--- config.mk ---
export PLATFORM = sky130hd
export DESIGN_NAME = ads1292_frame_serializer
export DESIGN_NICKNAME = d
export VERILOG_FILES = /design/src/rtl/ads1292_pkg.sv /design/src/rtl/ads1292_frame_fifo.sv /design/src/rtl/ads1292_frame_serializer.sv
export SDC_FILE = /design/constraint.sdc
export NUM_CORES = 1
export LEC_CHECK = 0
export CAP_MARGIN = 20
export CORE_MARGIN = 5
export CORE_UTILIZATION = 58
export DETAILED_ROUTE_END_ITERATION = 12
export DONT_BUFFER_PORTS = 1
export GPL_ROUTABILITY_DRIVEN = 1
export PLACE_DENSITY_LB_ADDON = 0.15
export RECOVER_POWER = 50
export SYNTH_ARGS = -nofsm -noshare
export SYNTH_HDL_FRONTEND = slang
export SYNTH_SLANG_ARGS = --single-unit
--- constraint.sdc ---
create_clock -name i_CLK -period 2.97 [get_ports i_CLK]
set_input_delay 0.297 -clock i_CLK [delete_from_list [all_inputs] [get_ports i_CLK]]
set_output_delay 0.297 -clock i_CLK [all_outputs]
set_load 0.01 [all_outputs]
--- src/rtl/ads1292_pkg.sv ---
// Shared constants and types for the ADS1292 frame serializer.
// Status sync nibble, serializer FSM states and the width of the drop counters.
package ads1292_pkg;

  localparam logic [3:0] STATUS_SYNC_NIBBLE = 4'b1100;
  localparam int         CNT_W              = 16;

  typedef enum logic {
    IDLE,
    EMIT
  } ser_state_e;

  // Saturating increment for the drop counters.
  function automatic logic [CNT_W-1:0] sat_inc(input logic [CNT_W-1:0] v);
    return (&v) ? v : v + 1'b1;
  endfunction

endpackage

--- src/rtl/ads1292_frame_fifo.sv ---
// Synchronous frame FIFO with combinational head read and registered level.
// A write arriving while full is accepted only when a pop happens on the same edge.
module ads1292_frame_fifo #(
  parameter int W     = 48,
  parameter int DEPTH = 4,
  localparam int AW   = $clog2(DEPTH)
) (
  input  logic         clk_i,
  input  logic         rst_ni,
  input  logic         wr_en_i,
  input  logic [W-1:0] wr_dat_i,
  input  logic         rd_en_i,
  output logic [W-1:0] rd_dat_o,
  output logic         full_o,
  output logic         empty_o,
  output logic [AW:0]  level_o
);

  logic [W-1:0]  mem_q [DEPTH];
  logic [AW-1:0] wr_ptr_q;
  logic [AW-1:0] rd_ptr_q;
  logic [AW:0]   level_q;
  logic          wr_fire;
  logic          rd_fire;

  assign full_o   = (level_q == (AW+1)'(DEPTH));
  assign empty_o  = (level_q == '0);
  assign level_o  = level_q;
  assign rd_dat_o = mem_q[rd_ptr_q];

  assign rd_fire = rd_en_i && !empty_o;
  assign wr_fire = wr_en_i && (!full_o || rd_fire);

  always_ff @(posedge clk_i) begin
    if (wr_fire) begin
      mem_q[wr_ptr_q] <= wr_dat_i;
    end
  end

  always_ff @(posedge clk_i or negedge rst_ni) begin
    if (!rst_ni) begin
      wr_ptr_q <= '0;
      rd_ptr_q <= '0;
      level_q  <= '0;
    end else begin
      if (wr_fire) wr_ptr_q <= wr_ptr_q + 1'b1;
      if (rd_fire) rd_ptr_q <= rd_ptr_q + 1'b1;
      case ({wr_fire, rd_fire})
        2'b10:   level_q <= level_q + 1'b1;
        2'b01:   level_q <= level_q - 1'b1;
        default: level_q <= level_q;
      endcase
    end
  end

endmodule

--- src/rtl/ads1292_frame_serializer.sv ---
// Buffers ADS1292 frames and emits one sign-extended word per channel on a valid/ack handshake; first word 2 cycles after strobe.
// Frames drop (counted) when the FIFO is full; optional ADS1292_STATUS_CHECK_EN drops frames with a bad status sync nibble.
module ads1292_frame_serializer
  import ads1292_pkg::*;
#(
  parameter int  N_CH     = 2,
  parameter int  SAMPLE_W = 24,
  parameter int  STATUS_W = 24,
  parameter int  OUT_W    = 32,
  parameter int  DEPTH    = 4,
  localparam int FRAME_W  = STATUS_W + N_CH*SAMPLE_W,
  localparam int CH_W     = (N_CH > 1) ? $clog2(N_CH) : 1,
  localparam int LVL_W    = $clog2(DEPTH) + 1
) (
  input  logic               i_CLK,
  input  logic               i_RSTN,
  input  logic [FRAME_W-1:0] i_ADS1292_DATA_OUT,
  input  logic               i_ADS1292_DATA_VALID,
  output logic [OUT_W-1:0]   o_SAMPLE_DATA,
  output logic [CH_W-1:0]    o_SAMPLE_CH,
  output logic               o_SAMPLE_VALID,
  input  logic               i_SAMPLE_ACK,
  output logic [LVL_W-1:0]   o_FIFO_LEVEL,
  output logic [CNT_W-1:0]   o_OVERFLOW_CNT,
  output logic [CNT_W-1:0]   o_BAD_FRAME_CNT
);

  localparam int DATA_W = N_CH * SAMPLE_W;

  logic [STATUS_W-1:0] status_w;
  logic [DATA_W-1:0]   samples_w;
  logic [DATA_W-1:0]   head_w;
  logic                status_ok_w;
  logic                status_unused_w;
  logic                fifo_wr_w;
  logic                fifo_full_w;
  logic                fifo_empty_w;
  logic                pop_w;
  logic                xfer_w;
  logic                last_w;
  logic                ovf_inc_w;

  ser_state_e          state_q;
  logic [OUT_W-1:0]    data_q;
  logic [CH_W-1:0]     ch_q;
  logic                vld_q;
  logic [DATA_W-1:0]   shreg_q;
  logic [CNT_W-1:0]    ovf_q, ovf_d;

  function automatic logic [OUT_W-1:0] sext(input logic [SAMPLE_W-1:0] s);
    return OUT_W'($signed(s));
  endfunction

  assign status_w        = i_ADS1292_DATA_OUT[FRAME_W-1 -: STATUS_W];
  assign samples_w       = i_ADS1292_DATA_OUT[DATA_W-1:0];
  assign status_unused_w = ^status_w;

`ifdef ADS1292_STATUS_CHECK_EN
  assign status_ok_w = (status_w[STATUS_W-1 -: 4] == STATUS_SYNC_NIBBLE);
`else
  assign status_ok_w = 1'b1;
`endif

  assign fifo_wr_w = i_ADS1292_DATA_VALID && status_ok_w;
  assign xfer_w    = vld_q && i_SAMPLE_ACK;
  assign last_w    = (ch_q == CH_W'(N_CH-1));
  // Pop either to start from idle or to chain the next frame with no bubble.
  assign pop_w     = !fifo_empty_w &&
                     ((state_q == IDLE) || (state_q == EMIT && xfer_w && last_w));
  assign ovf_inc_w = fifo_wr_w && fifo_full_w && !pop_w;

  ads1292_frame_fifo #(
    .W     (DATA_W),
    .DEPTH (DEPTH)
  ) u_fifo (
    .clk_i    (i_CLK),
    .rst_ni   (i_RSTN),
    .wr_en_i  (fifo_wr_w),
    .wr_dat_i (samples_w),
    .rd_en_i  (pop_w),
    .rd_dat_o (head_w),
    .full_o   (fifo_full_w),
    .empty_o  (fifo_empty_w),
    .level_o  (o_FIFO_LEVEL)
  );

  always_ff @(posedge i_CLK or negedge i_RSTN) begin
    if (!i_RSTN) begin
      state_q <= IDLE;
      data_q  <= '0;
      ch_q    <= '0;
      vld_q   <= 1'b0;
      shreg_q <= '0;
    end else begin
      case (state_q)
        IDLE: begin
          if (!fifo_empty_w) begin
            data_q  <= sext(head_w[DATA_W-1 -: SAMPLE_W]);
            shreg_q <= head_w << SAMPLE_W;
            ch_q    <= '0;
            vld_q   <= 1'b1;
            state_q <= EMIT;
          end
        end
        EMIT: begin
          if (xfer_w) begin
            if (!last_w) begin
              data_q  <= sext(shreg_q[DATA_W-1 -: SAMPLE_W]);
              shreg_q <= shreg_q << SAMPLE_W;
              ch_q    <= ch_q + 1'b1;
            end else if (!fifo_empty_w) begin
              data_q  <= sext(head_w[DATA_W-1 -: SAMPLE_W]);
              shreg_q <= head_w << SAMPLE_W;
              ch_q    <= '0;
            end else begin
              vld_q   <= 1'b0;
              state_q <= IDLE;
            end
          end
        end
        default: state_q <= IDLE;
      endcase
    end
  end

  always_comb begin
    ovf_d = ovf_q;
    if (ovf_inc_w) ovf_d = sat_inc(ovf_q);
  end

  always_ff @(posedge i_CLK or negedge i_RSTN) begin
    if (!i_RSTN) ovf_q <= '0;
    else         ovf_q <= ovf_d;
  end

`ifdef ADS1292_STATUS_CHECK_EN
  logic [CNT_W-1:0] bad_q, bad_d;

  always_comb begin
    bad_d = bad_q;
    if (i_ADS1292_DATA_VALID && !status_ok_w) bad_d = sat_inc(bad_q);
  end

  always_ff @(posedge i_CLK or negedge i_RSTN) begin
    if (!i_RSTN) bad_q <= '0;
    else         bad_q <= bad_d;
  end

  assign o_BAD_FRAME_CNT = bad_q;
`else
  assign o_BAD_FRAME_CNT = '0;
`endif

  assign o_SAMPLE_DATA  = data_q;
  assign o_SAMPLE_CH    = ch_q;
  assign o_SAMPLE_VALID = vld_q;
  assign o_OVERFLOW_CNT = ovf_q;

endmodule

# Word level (Yosys, flattened, before mapping)
# Memories as Yosys holds them, arrays and structs flattened.
# Cells that the tools add are included.
[word_totals]
ff_bits = 106
ram_bits = 192
word_cells = 69
memories = 1
[mem_list]
columns = ["name", "depth", "word_bits", "read_ports", "rd_clocked_by_memory_dff", "wr", "line", "text"]
rows = [
  ["u_fifo.mem_q", 4, 48, 1, 0, 1, "ads1292_frame_fifo.sv:19", "logic [W-1:0] mem_q [DEPTH];"],
]
[op_classes]
addsub = 6
eq_ne = 7
mux = 25
n_bitwise = 2
reduce_logical = 19
[ops]
columns = ["op", "count"]
rows = [
  ["2-to-1 mux 48 bit", 3],
  ["2-to-1 mux 32 bit", 3],
  ["one-hot mux 48 bit (2 select lines)", 1],
  ["one-hot mux 32 bit (2 select lines)", 1],
  ["adder 16 x 1 -> 16 bit (second input constant)", 1],
  ["AND reduction 16 bit", 1],
  ["2-to-1 mux 1 bit", 13],
  ["logical AND 1 bit", 8],
  ["inequality test 2 bit (second input constant)", 3],
  ["one-hot mux 1 bit (2 select lines)", 3],
  ["one-hot mux 3 bit (2 select lines)", 1],
  ["adder 2 x 1 -> 2 bit (second input constant)", 2],
  ["AND reduction 2 bit", 2],
  ["AND reduction 4 bit", 1],
  ["adder 3 x 1 -> 3 bit (second input constant)", 1],
  ["== test 3 bit (second input constant)", 1],
  ["zero test 1 bit", 3],
  ["zero test 3 bit", 1],
  ["subtractor 3 x 1 -> 3 bit (second input constant)", 1],
  ["== test 2 x 1 -> 1 bit (second input constant)", 1],
  ["== test 2 bit (second input constant)", 1],
  ["logical OR 1 bit", 2],
  ["inequality test 2 x 1 -> 1 bit (second input constant)", 1],
  ["inverter 1 bit", 2],
  ["other kinds (2)", 2],
]

# Longest topological paths before layout
# Gate-level depths: netlist (run 1).
[depth]
word_depth = 10
ltp_mapped = 11
mapped_depth_nobuf = 10

# Hierarchy
# A second synthesis (run 1) with hierarchy kept.
[unflattened]
hier_cells = 663
area_unflattened_um2 = 11661.2
[modules_own_cells]
columns = ["module", "instances", "cells_each", "area_per_inst_um2", "seq_area_each_um2"]
rows = [
  ["ads1292_frame_fifo", 1, 297, 7405.9, 5940.7],
  ["ads1292_frame_serializer", 1, 366, 4255.3, 2477.4],
]

# Worst setup path after synthesis (run 1)
# Ideal clock, no wire load.
[synth_timing]
path_type = "reg2reg"
from = "register state_q"
to = "memory u_fifo.mem_q[0][0], enable pin"
arrival_ps = 2040
required_time_ps = 2559
slack_ps = 519
path_stages_with_launch = 5
n_path_buf = 1
cell_sequence = "dfrtp_1 > buf_4 > and2_2 > nand3_1 > and3_1"
[synth_via]
elab_chain_cells = 9
elab_cells_between_ends = 10
[synth_lines]
columns = ["element", "line", "text"]
rows = [
  ["start: declaration", "ads1292_frame_serializer.sv:43", "ser_state_e state_q;"],
  ["start signal: assignment", "ads1292_frame_serializer.sv:89", "state_q <= IDLE;"],
  ["start signal: assignment", "ads1292_frame_serializer.sv:102", "state_q <= EMIT;"],
  ["start signal: assignment", "ads1292_frame_serializer.sv:117", "state_q <= IDLE;"],
  ["logical AND 1 bit (2 in series)", "ads1292_frame_serializer.sv:69", "((state_q == IDLE) || (state_q == EMIT && xfer_w && last_w));"],
  ["logical OR 1 bit *", "ads1292_frame_serializer.sv:69", ""],
  ["logical AND 1 bit *", "ads1292_frame_serializer.sv:68", "assign pop_w = !fifo_empty_w &&"],
  ["logical AND 1 bit *", "ads1292_frame_fifo.sv:31", "assign rd_fire = rd_en_i && !empty_o;"],
  ["logical OR 1 bit *", "ads1292_frame_fifo.sv:32", "assign wr_fire = wr_en_i && (!full_o || rd_fire);"],
  ["logical AND 1 bit *", "ads1292_frame_fifo.sv:32", ""],
  ["2-to-1 mux 1 bit *", "ads1292_frame_fifo.sv:35", "if (wr_fire) begin"],
  ["2-to-1 mux 1 bit (implied by the code) *", "ads1292_frame_fifo.sv:36", "mem_q[wr_ptr_q] <= wr_dat_i;"],
  ["end: declaration", "ads1292_frame_fifo.sv:19", ""],
]
# Mark *: on every way between the ends. The rest lies on a longest branch, timed or not.

# Worst setup path after layout (run 1)
[layout_timing]
from = "register u_fifo.level_q[0] (netlist: u_fifo.level_o[0])"
to = "register u_fifo.level_q[2] (netlist: u_fifo.level_o[2])"
[layout_via]
elab_chain_cells = 8
elab_cells_between_ends = 14
[layout_lines]
columns = ["element", "line", "text"]
rows = [
  ["start: declaration", "ads1292_frame_fifo.sv:22", "logic [AW:0] level_q;"],
  ["start signal: assignment", "ads1292_frame_fifo.sv:49", "2'b10: level_q <= level_q + 1'b1;"],
  ["start signal: assignment", "ads1292_frame_fifo.sv:50", "2'b01: level_q <= level_q - 1'b1;"],
  ["start signal: assignment", "ads1292_frame_fifo.sv:51", "default: level_q <= level_q;"],
  ["zero test 3 bit", "ads1292_frame_fifo.sv:27", "assign empty_o = (level_q == '0);"],
  ["zero test 1 bit", "ads1292_frame_fifo.sv:31, ads1292_frame_serializer.sv:68", ""],
  ["logical AND 1 bit", "ads1292_frame_serializer.sv:68", ""],
  ["logical AND 1 bit", "ads1292_frame_fifo.sv:31", ""],
  ["logical OR 1 bit", "ads1292_frame_fifo.sv:32", ""],
  ["logical AND 1 bit", "ads1292_frame_fifo.sv:32", ""],
  ["== test 2 x 1 -> 1 bit / == test 2 bit (equally long branches)", "ads1292_frame_fifo.sv:48", "case ({wr_fire, rd_fire})"],
  ["one-hot mux 3 bit (2 select lines) / nonzero test 2 bit (equally long branches)", "n/a", ""],
]
# Parallel ways exist; a longest one is shown, timed or not.
# A chain may end at the register's enable or synchronous reset.

==> results of run 1 <==
==> worst max-delay path, cell delays in order (launching register included) <==
cell	delay, ns
dfrtp_1	0.47
nor2_1	0.25
nand3_1	0.18
and2_1	0.25
inv_1	0.08
ha_1	0.19
inv_1	0.07
fa_1	0.37
xor2_1	0.15
nor2_1	0.11
xor2_1	0.17
==> Yosys cell counts, types with 2 or more instances <==
library cell  number  area share, %
xor2_1            17            1.3
mux2_2             2           0.20
a22o_1             3           0.23
and2_1            27            1.5
buf_2             17           0.74
nand3_1            8           0.35
edfxtp_1         192             50
xnor2_1            5           0.38
a22oi_1           11           0.72
nor4_4             2           0.37
a21o_1            10           0.65
nor2_1            76            2.5
dfrtp_1          106             23
buf_1              2          0.065
nand4_1            2           0.11
and4_1             4           0.30
inv_1              7           0.23
buf_4             17            1.1
and3_1             5           0.27
clkbuf_1           8           0.26
nor4_1             2           0.11
buf_6              6           0.59
mux4_2            48            9.4
ha_1               6           0.65
nor4_2             3           0.33
nor3_1             6           0.26
o22ai_1           36            2.0
nand2_1           35            1.1
==> flip-flops by register name, summed over array words and instances (netlist names) <==
signal	cells
o_SAMPLE_VALID	1
shreg_q	48
o_OVERFLOW_CNT	16
o_SAMPLE_CH	1
u_fifo.level_o	3
o_SAMPLE_DATA	32
u_fifo.mem_q	192
state_q	1
u_fifo.rd_ptr_q	2
u_fifo.wr_ptr_q	2
==> per-layer routing <==
layer	wire length, um	vias up
met1	8970	3121
met4	380	0
met3	1270	33
met5	0	-
li1	-	2638
met2	11900	187
==> logic make-up (layout without fill, tap and decap cells) <==
family          count (synthesis)  count (layout)  share of synthesized area (%)
xor+xnor                       22              22                           1.67
compound gates                 63              63                           3.75
other cells                     1              17                         0.0326
mux                            51              51                           9.67
simple gates                  178             178                           7.96
flops                         298             298                           73.1
fa+ha+maj                       7               7                          0.826
buf+inv                        57             126                           2.99
==> through the flow <==
| step | utilization (%) | instance area [um2] | power (mW) | worst slack [ns] | hold slack (ns) |
|---|---|---|---|---|---|
| 6_report | 68.1 | 13300 | 12.9 | 0.598 | 0.0870 |
| 5_1_grt | 68.1 | 13300 | 13.6 | 0.432 | 0.0829 |
| 4_1_cts | 68.2 | 13300 | 13.1 | 0.623 | 0.0446 |
| 3_5_place_dp | 60.2 | 11800 | 9.09 | 0.637 | 0.00434 |
| 3_3_place_gp | 60.2 | 11800 | 8.95 | 0.694 | 0.00410 |
| 2_1_floorplan | - | 11600 | 8.26 | 0.519 | 0.00141 |
==> cell usage in the layout, fill, tap and decap left out, types with 2 or more instances in the layout <==
cell type / count
a21o_1: 10
a22o_1: 3
a22oi_1: 11
and2_1: 27
and3_2: 4
and4_1: 4
buf_12: 6
buf_4: 6
bufinv_16: 5
clkbuf_1: 7
clkbuf_16: 30
clkbuf_8: 2
clkinv_1: 4
clkinv_2: 5
conb_1: 16
dfrtp_1: 104
dlygate4sd3_1: 50
edfxtp_1: 192
ha_1: 6
inv_1: 7
mux2_2: 2
mux4_2: 48
nand2_1: 35
nand3_1: 8
nand4_1: 2
nor2_1: 76
nor3_1: 7
nor4_1: 2
nor4_2: 3
nor4_4: 2
o22ai_1: 36
xnor2_1: 5
xor2_1: 17
==> worst paths after layout <==
kind	from	endpoint
max in group asynchronous	i_RSTN	u_fifo.rd_ptr_q[0]$_DFFE_PN0P_
max reg2reg	u_fifo.level_o[0]$_DFFE_PN0P_	u_fifo.level_o[2]$_DFFE_PN0P_
min reg2reg	shreg_q[5]$_DFFE_PN0P_	shreg_q[29]$_DFFE_PN0P_
min in group asynchronous	i_RSTN	o_SAMPLE_DATA[22]$_DFFE_PN0P_
max	u_fifo.level_o[0]$_DFFE_PN0P_	u_fifo.level_o[2]$_DFFE_PN0P_
min	i_SAMPLE_ACK	state_q$_DFF_PN0_
==> final cells by class <==
type / count / area (um2)
Sequential cell: 298 / 8420
Fill cell: 1339 / 6230
Multi-Input combinational cell: 337 / 2810
Clock buffer: 39 / 805
Timing Repair Buffer: 63 / 673
Tap cell: 265 / 332
Clock inverter: 17 / 226
Inverter: 7 / 26.3
Antenna cell: 1 / 2.50
==> power breakdown <==
group | internal, mW | switching, mW
Clock | 2.35 | 1.50
Combinational | 1.37 | 1.46
Sequential | 5.50 | 0.750
Total | 9.22 | 3.71
==> flow_metrics.env, run 1 <==
export IMPL_syn_cell_area_um2=11500
export IMPL_gr_max_usage_layer="met2"
export IMPL_yosys_cell_types_count=42
export IMPL_residual_drc=0
export IMPL_drt_wirelength_per_cell_um=21.9
export IMPL_detail_route_vias_per_cell=5.82
export IMPL_globalRouteMet1Util_pct=25.6
export IMPL_dieArea_um2=22800
export IMPL_post_route_clock_period_utilization_pct=79.9
export IMPL_crit_path_max_fanout=6
export IMPL_die_height_um=151
export IMPL_postSynthAreaPerCell_um2=17.0
export IMPL_worstHoldPathType="in2reg"
export IMPL_die_width_um=151
export IMPL_worst_slew_margin_rel_pct=0.969
export IMPL_grt_first_pass_wirelength_mm=35.0
export IMPL_buffer_levels_on_the_longest_clock_path=3
export IMPL_flow_area_growth_from_synthesis_pct=15.5
export IMPL_hold_path_depth=3
export IMPL_post_dp_hpwl_mm=12.5
export IMPL_number_of_clock_sinks=298
export IMPL_power_density_cell_area_nw_per_um2=972
export IMPL_final_setup_fails=0
export IMPL_cts_repair_resized=0
export IMPL_initialDrtViolationCount=339
export IMPL_cts_clk_slew_worst_paths_ns=0.06
export IMPL_cts_tree="yes"
export IMPL_cts_inserted_buffers=30
export IMPL_grt_overflow_total=0
export IMPL_final_setup_tns_ns=0
export IMPL_io_pins=145
export IMPL_final_period_minus_worst_setup_slack_ns=2.37
export IMPL_cp_arrival_ns=2.82
export IMPL_slew_violations=0
export IMPL_async_flop_share_pct=35.6
export IMPL_global_route_usage_met3_pct=3.86
export IMPL_run_status="complete, no violations"
export IMPL_place_gp_congestion=0.753
export IMPL_post_cts_repair_setup_buffers=0
export IMPL_power_leakage_nw=5.11
export IMPL_cts_htree_levels=1
export IMPL_floorplan_initialDensity_pct=59.0
export IMPL_core_um2=19500
export IMPL_skew_ns=0.0266
export IMPL_worstSetupPathType="reg2reg"
export IMPL_detail_route_first_pass_iterations=4
export IMPL_peak_supply_drop_v=0.000595
export IMPL_yosysSeqAreaShare_pct=73.1
export IMPL_worst_pin_slew_ns=1.49
export IMPL_hold_buffers=51
export IMPL_rsz0062_at_grt="no"
export IMPL_clk_root_buffer_cell="clkbuf_16"
export IMPL_antenna_found_initial=0
export IMPL_rrSetupSlack_ns=0.60
export IMPL_fin_nets=820
export IMPL_antenna_left=0
export IMPL_rows=51
export IMPL_rr_worst_depth=10
export IMPL_timing_hold_violations_final=0
export IMPL_synth_seq_cells=298
export IMPL_placed_cells_incl_taps=919
export IMPL_placement_io_buffers=0
export IMPL_max_cap_viols=0
export IMPL_layout_drive_gt1_share_pct=16.6
export IMPL_vias=5979
export IMPL_synth_cells=677
export IMPL_critical_path_startpoint_type="register"
export IMPL_worstPathRequired_ns=3.42
export IMPL_max_clock_freq_mhz=422
export IMPL_postRouteWirelength_mm=22.5
export IMPL_globalRouteTotalUtil_pct=20.2
export IMPL_synthFlopType="edfxtp_1"
export IMPL_grt_pass1_vias=6361
export IMPL_synth_enable_flop_cells=192
export IMPL_final_cell_count_no_fill=1027
export IMPL_clock_insertion_delay_worst_skew_ns=0.55
export IMPL_globalRouteMet2Util_pct=36.6
export IMPL_cp_end_kind="register"
export IMPL_largest_net_degree_at_the_start_of_global_routing=107
export IMPL_yosysWarningCount=0
(Power assumes the default switching activity.)
==> run 2: changes to the inputs <==
==> constraint.sdc (replaced) <==
create_clock -name i_CLK -period 2.4 [get_ports i_CLK]
set_input_delay 0.24 -clock i_CLK [delete_from_list [all_inputs] [get_ports i_CLK]]
set_output_delay 0.24 -clock i_CLK [all_outputs]
set_load 0.01 [all_outputs]
==> run 2 against run 1 <==
Net effect:
- the flow now finishes with violations (negative hold slack)
- final cell count increased by 0.19%
- count of clock-buffer cells in the layout unchanged
- clock skew fell by 0.019 ns
- critical endpoint unchanged
- clock power grew 14%
- flip-flop and latch count unchanged
- largest power group unchanged
- routed wire length decreased by 2.3%
- sequential power is 22% higher
==> flow_metrics.env, run 2 (synthesis results as in run 1) <==
export IMPL_run_status="finished, violations left"
export IMPL_violations="negative hold slack"
export IMPL_dieArea_um2=22800
export IMPL_largest_register_ffs=192
export IMPL_final_setup_fails=0
export IMPL_post_dp_hpwl_mm=12.7
export IMPL_placed_area_um2=11800
export IMPL_core_um2=19500
export IMPL_vias=5922
export IMPL_slew_violations=0
export IMPL_peak_supply_drop_v=0.000751
export IMPL_cts_clk_slew_worst_paths_ns=0.06
export IMPL_antenna_found_initial=1
export IMPL_detail_route_vias_per_cell=5.76
export IMPL_clk_root_buffer_cell="clkbuf_16"
export IMPL_final_period_minus_worst_setup_slack_ns=2.21
export IMPL_rows=51
export IMPL_buffer_levels_on_the_longest_clock_path=3
export IMPL_flow_area_growth_from_synthesis_pct=15.1
export IMPL_timing_hold_violations_final=106
export IMPL_rsz0062_at_grt="no"
export IMPL_max_clock_freq_mhz=452
export IMPL_fin_nets=825
export IMPL_worstPathRequired_ns=2.84
export IMPL_crit_path_max_fanout=5
export IMPL_placement_io_buffers=0
export IMPL_fillers=1316
export IMPL_residual_drc=0
export IMPL_number_of_clock_sinks=298
export IMPL_post_route_clock_period_utilization_pct=92.2
export IMPL_skew_ns=0.00764
export IMPL_largest_register="u_fifo.mem_q"
export IMPL_clock_power_share_pct=28.1
export IMPL_final_cell_mix="edfxtp_1 (192), dfrtp_1 (104), nor2_1 (76)"
export IMPL_critical_path_startpoint_type="register"
export IMPL_power_density_cell_area_nw_per_um2=1170
export IMPL_worstSetupPathType="reg2reg"
export IMPL_grt_first_pass_wirelength_mm=34.9
export IMPL_die_width_um=151
export IMPL_cts_inserted_buffers=29
export IMPL_sequentialPowerShare_pct=49.1
export IMPL_mostFrequentLayoutCell="edfxtp_1"
export IMPL_switching_share_pct=28.3
export IMPL_drt_wirelength_per_cell_um=21.3
export IMPL_layout_drive_gt1_share_pct=16.9
export IMPL_clock_insertion_delay_worst_skew_ns=0.52
export IMPL_p_comb_share_pct=22.8
export IMPL_p_sw_mw=4.40
export IMPL_cp_end_kind="register"
export IMPL_floorplan_initialDensity_pct=59.0
export IMPL_grt_overflow_total=0
export IMPL_globalRouteTotalUtil_pct=19.9
export IMPL_die_height_um=151
export IMPL_place_gp_congestion=0.746
export IMPL_worst_pin_slew_ns=0.828
export IMPL_grt_pass1_vias=6391
export IMPL_detail_route_first_pass_iterations=4
export IMPL_design_area_final_um2=13300
export IMPL_p_int_mw=11.2
export IMPL_worst_slew_margin_rel_pct=44.8
export IMPL_worstHoldPathType="in2async"
export IMPL_postRouteWirelength_mm=22.0
export IMPL_cts_tree="yes"
export IMPL_n_antenna_cell=0
export IMPL_power_leakage_nw=5.10
export IMPL_max_cap_viols=0
export IMPL_fin_worst_hold_slack_ns=-0.585
export IMPL_largest_net_degree_at_the_start_of_global_routing=107
export IMPL_final_setup_tns_ns=0
export IMPL_cts_htree_levels=1
export IMPL_io_pins=145
export IMPL_antenna_left=0
export IMPL_initialDrtViolationCount=236
export IMPL_cp_arrival_ns=2.66
[run 2: cell count changes in the layout (fill, tap and decap cells not counted), sizes merged]
cell,change
buf,+5
bufinv,-3
clkinv,+1
diode,-1
dlygate4sd3,+1
inv,-1
[run 2: layer usage]
metal / vias to the layer above / track usage [%] / wire length (um)
met5: - / 0 / 7
met4: 2 / 4.94 / 418
met3: 37 / 3.86 / 1200
met2: 145 / 35.8 / 11800
met1: 3092 / 25.0 / 8550
li1: 2646 / - / -
[run 2: cell type report]
type / count / area, um2 / area share (%)
Clock buffer: 39 / 825 / 6.22
Multi-Input combinational cell: 337 / 2820 / 21.2
Clock inverter: 14 / 114 / 0.859
Tap cell: 265 / 332 / 2.50
Inverter: 7 / 26.3 / 0.198
Sequential cell: 298 / 8420 / 63.6
Timing Repair Buffer: 69 / 717 / 5.41
[run 2: worst paths after layout]
check                                              start  cells after the start  slack (ns)                             end
max                        u_fifo.level_o[1]$_DFFE_PN0P_                     10        0.19   u_fifo.level_o[2]$_DFFE_PN0P_
min                                               i_RSTN                      0       -0.58          shreg_q[3]$_DFFE_PN0P_
max reg2reg                u_fifo.level_o[1]$_DFFE_PN0P_                     10        0.19   u_fifo.level_o[2]$_DFFE_PN0P_
min reg2reg                       shreg_q[6]$_DFFE_PN0P_                      2        0.45         shreg_q[30]$_DFFE_PN0P_
max in group asynchronous                         i_RSTN                      0        2.81  u_fifo.rd_ptr_q[0]$_DFFE_PN0P_
min in group i_CLK                  i_ADS1292_DATA_VALID                      3        0.15  o_OVERFLOW_CNT[14]$_DFFE_PN0P_
[run 2: power by group through the flow]
stage	clock network [mW]	logic, mW	registers (mW)
6_report	4.37	3.55	7.64
5_1_grt	4.71	3.90	7.78
4_1_cts	4.47	3.65	7.67
3_5_place_dp	0	3.53	7.77
3_3_place_gp	0	3.40	7.70
2_1_floorplan	0	2.75	7.45
[run 2: what timing repair did]
item	4_1_cts	5_1_grt
gates resized for setup	0	1
buffers inserted	0	0
setup endpoints to repair	0	1
hold buffers	50	1
hold endpoints to repair	300	107
[run 2: critical path: stages, from the launching register on]
cell,delay (ns)
dfrtp_1,0.37
nor2_1,0.23
nand3_1,0.20
and2_1,0.25
inv_1,0.07
ha_1,0.17
inv_1,0.06
fa_1,0.37
xor2_1,0.15
nor2_1,0.11
xor2_1,0.15
[run 2: metrics by stage]
stage / worst slack, ns / cells / utilization [%] / total power [mW] / hold slack [ns]
2_1_floorplan: 0.192 / 692 / - / 10.2 / -0.0556
3_3_place_gp: 0.200 / 925 / 60.5 / 11.1 / -0.0521
3_5_place_dp: 0.130 / 925 / 60.5 / 11.3 / -0.0528
4_1_cts: 0.105 / 1028 / 67.8 / 15.8 / -0.615
5_1_grt: 0.00331 / 1029 / 67.9 / 16.4 / -0.618
6_report: 0.188 / 1029 / 67.9 / 15.6 / -0.585
==> run 3: changes to the inputs <==
--- a/config.mk
+++ b/config.mk
@@ -6,8 +6,10 @@
 export NUM_CORES = 1
 export LEC_CHECK = 0
 export CAP_MARGIN = 20
+export CELL_PAD_IN_SITES_DETAIL_PLACEMENT = 0
+export CELL_PAD_IN_SITES_GLOBAL_PLACEMENT = 1
 export CORE_MARGIN = 5
-export CORE_UTILIZATION = 58
+export CORE_UTILIZATION = 53
 export DETAILED_ROUTE_END_ITERATION = 12
 export DONT_BUFFER_PORTS = 1
 export GPL_ROUTABILITY_DRIVEN = 1
==> run 3 against run 2 <==
Net effect:
- fmax down 1.0%
- power up 2.5%
- cell area up 0.79%
- critical path depth unchanged
- the flow still finishes with violations (negative hold slack)
- first-iteration DRC count up 26%
- routed wire length down 0.36%
- global-route usage down 2.1 points
- critical path type unchanged
- die area up 8.8%
- critical endpoint unchanged
==> flow_metrics.env, run 3 (synthesis results as in run 1) <==
export IMPL_antenna_found_initial=1
export IMPL_initialDrtViolationCount=297
export IMPL_cp_arrival_ns=2.70
export IMPL_p_comb_share_pct=22.0
export IMPL_crit_chain="nand3_1 -> nand3_1 -> and2_1 -> inv_1 -> ha_1 -> inv_1 -> fa_1 -> xor2_1 -> nor2_1 -> xor2_1"
export IMPL_drt_wirelength_per_cell_um=20.9
export IMPL_worstSetupPathType="reg2reg"
export IMPL_regArea_um2=8420
export IMPL_detail_route_vias_per_cell=5.63
export IMPL_die_height_um=157
export IMPL_clock_insertion_delay_worst_skew_ns=0.55
export IMPL_run_status="finished, violations left"
export IMPL_critical_path_startpoint_type="register"
export IMPL_clock_power_share_pct=30.1
export IMPL_critical_path_top_delay_family="simple AND/OR/NAND/NOR gates"
export IMPL_post_cts_repair_setup_buffers=0
export IMPL_placement_io_buffers=0
export IMPL_vias=5895
export IMPL_worstHoldPathType="in2async"
export IMPL_skew_ns=0.0195
export IMPL_final_setup_tns_ns=0
export IMPL_mostFrequentLayoutCell="edfxtp_1"
export IMPL_slowest_stage="dfrtp_1"
export IMPL_place_gp_congestion=0.741
export IMPL_fin_worst_hold_slack_ns=-0.606
export IMPL_grt_overflow_total=0
export IMPL_grt_pass1_vias=6260
export IMPL_detail_route_first_pass_iterations=4
export IMPL_dieArea_um2=24800
export IMPL_rows=54
export IMPL_fillers=1580
export IMPL_peak_supply_drop_v=0.000696
export IMPL_cts_repair_resized=0
export IMPL_worst_pin_slew_ns=0.824
export IMPL_max_cap_viols=0
export IMPL_multiInputGateArea_um2=2810
export IMPL_final_period_minus_worst_setup_slack_ns=2.23
export IMPL_final_cell_mix="edfxtp_1 (192), dfrtp_1 (104), nor2_1 (76)"
export IMPL_power_density_cell_area_nw_per_um2=1190
export IMPL_floorplan_initialDensity_pct=53.3
export IMPL_largest_net_degree_at_the_start_of_global_routing=107
export IMPL_post_route_clock_period_utilization_pct=93.1
export IMPL_rsz0062_at_grt="no"
export IMPL_cts_inserted_buffers=30
export IMPL_rrSetupSlack_ns=0.17
export IMPL_flow_area_growth_from_synthesis_pct=16.0
export IMPL_residual_drc=0
export IMPL_fin_nets=826
export IMPL_power_leakage_nw=5.12
export IMPL_violations="negative hold slack"
export IMPL_worstPathRequired_ns=2.87
export IMPL_die_width_um=157
export IMPL_final_setup_fails=0
export IMPL_cp_end_kind="register"
export IMPL_globalRouteTotalUtil_pct=17.8
export IMPL_largest_register="u_fifo.mem_q"
export IMPL_post_dp_hpwl_mm=12.7
export IMPL_p_int_mw=11.4
export IMPL_switching_share_pct=28.3
export IMPL_layout_drive_gt1_share_pct=17.7
export IMPL_max_clock_freq_mhz=447
export IMPL_cp_num_buf_inv=2
export IMPL_postRouteWirelength_mm=21.9
export IMPL_crit_path_max_fanout=5
export IMPL_clk_root_buffer_cell="clkbuf_16"
export IMPL_number_of_clock_sinks=298
export IMPL_cts_clk_slew_worst_paths_ns=0.07
export IMPL_final_util_pct=61.8
export IMPL_grt_first_pass_wirelength_mm=34.1
export IMPL_hold_buffers=50
export IMPL_timing_hold_violations_final=106
export IMPL_p_sw_mw=4.52
export IMPL_antenna_left=0
export IMPL_sequentialPowerShare_pct=47.8
export IMPL_core_um2=21600
export IMPL_cts_htree_levels=1
export IMPL_cts_tree="yes"
export IMPL_timing_critical_path_slowest_cell_delay_ns=0.45
export IMPL_buffer_levels_on_the_longest_clock_path=3
export IMPL_largest_register_ffs=192
export IMPL_worst_slew_margin_rel_pct=45.1
export IMPL_io_pins=145
export IMPL_slew_violations=0
==> run 3: layout make-up <==
class | count | area share, %
flip-flops and latches | 298 | 63.1
multi-input cells | 337 | 21.0
repair buffers | 69 | 5.26
clock inverters | 20 | 1.85
diodes | 1 | 0.0187
well taps | 280 | 2.62
clock buffers | 36 | 5.95
inverters | 7 | 0.197
==> run 3: power groups by stage <==
stage	Sequential, mW	Clock, mW	Combinational (mW)
2_1_floorplan	7.45	0	2.75
3_3_place_gp	7.70	0	3.43
3_5_place_dp	7.76	0	3.51
4_1_cts	7.67	4.90	3.61
5_1_grt	7.77	5.13	3.86
6_report	7.63	4.81	3.52
==> run 3: final timing paths <==
check / cells after the start / from / end
setup / recovery: 10 / o_SAMPLE_VALID$_DFFE_PN0P_ / u_fifo.level_o[2]$_DFFE_PN0P_
hold / removal: 0 / i_RSTN / o_SAMPLE_DATA[9]$_DFFE_PN0P_
setup reg to reg: 10 / o_SAMPLE_VALID$_DFFE_PN0P_ / u_fifo.level_o[2]$_DFFE_PN0P_
hold reg to reg: 2 / shreg_q[4]$_DFFE_PN0P_ / shreg_q[28]$_DFFE_PN0P_
max in group asynchronous: 0 / i_RSTN / u_fifo.rd_ptr_q[0]$_DFFE_PN0P_
min in group i_CLK: 3 / i_SAMPLE_ACK / state_q$_DFF_PN0_
==> run 3: per-layer routing <==
metal  part of all wire, %  track usage (%)  routed length [um]
met5                     0                0                   0
met2                    53             31.9               11600
met3                   4.9             3.68                1080
met4                   2.7             5.33                 584
met1                    39             21.9                8640
==> run 3: metrics by stage <==
step	worst slack [ns]	instance area (um2)	hold WS [ns]	total power, mW	cells
CTS	0.161	13400	-0.639	16.2	1047
detailed placement	0.188	11800	-0.0529	11.3	941
floorplan	0.192	11600	-0.0556	10.2	692
global placement	0.172	11800	-0.0528	11.1	941
global route	0.0336	13400	-0.631	16.8	1048
finish	0.165	13400	-0.606	16.0	1048
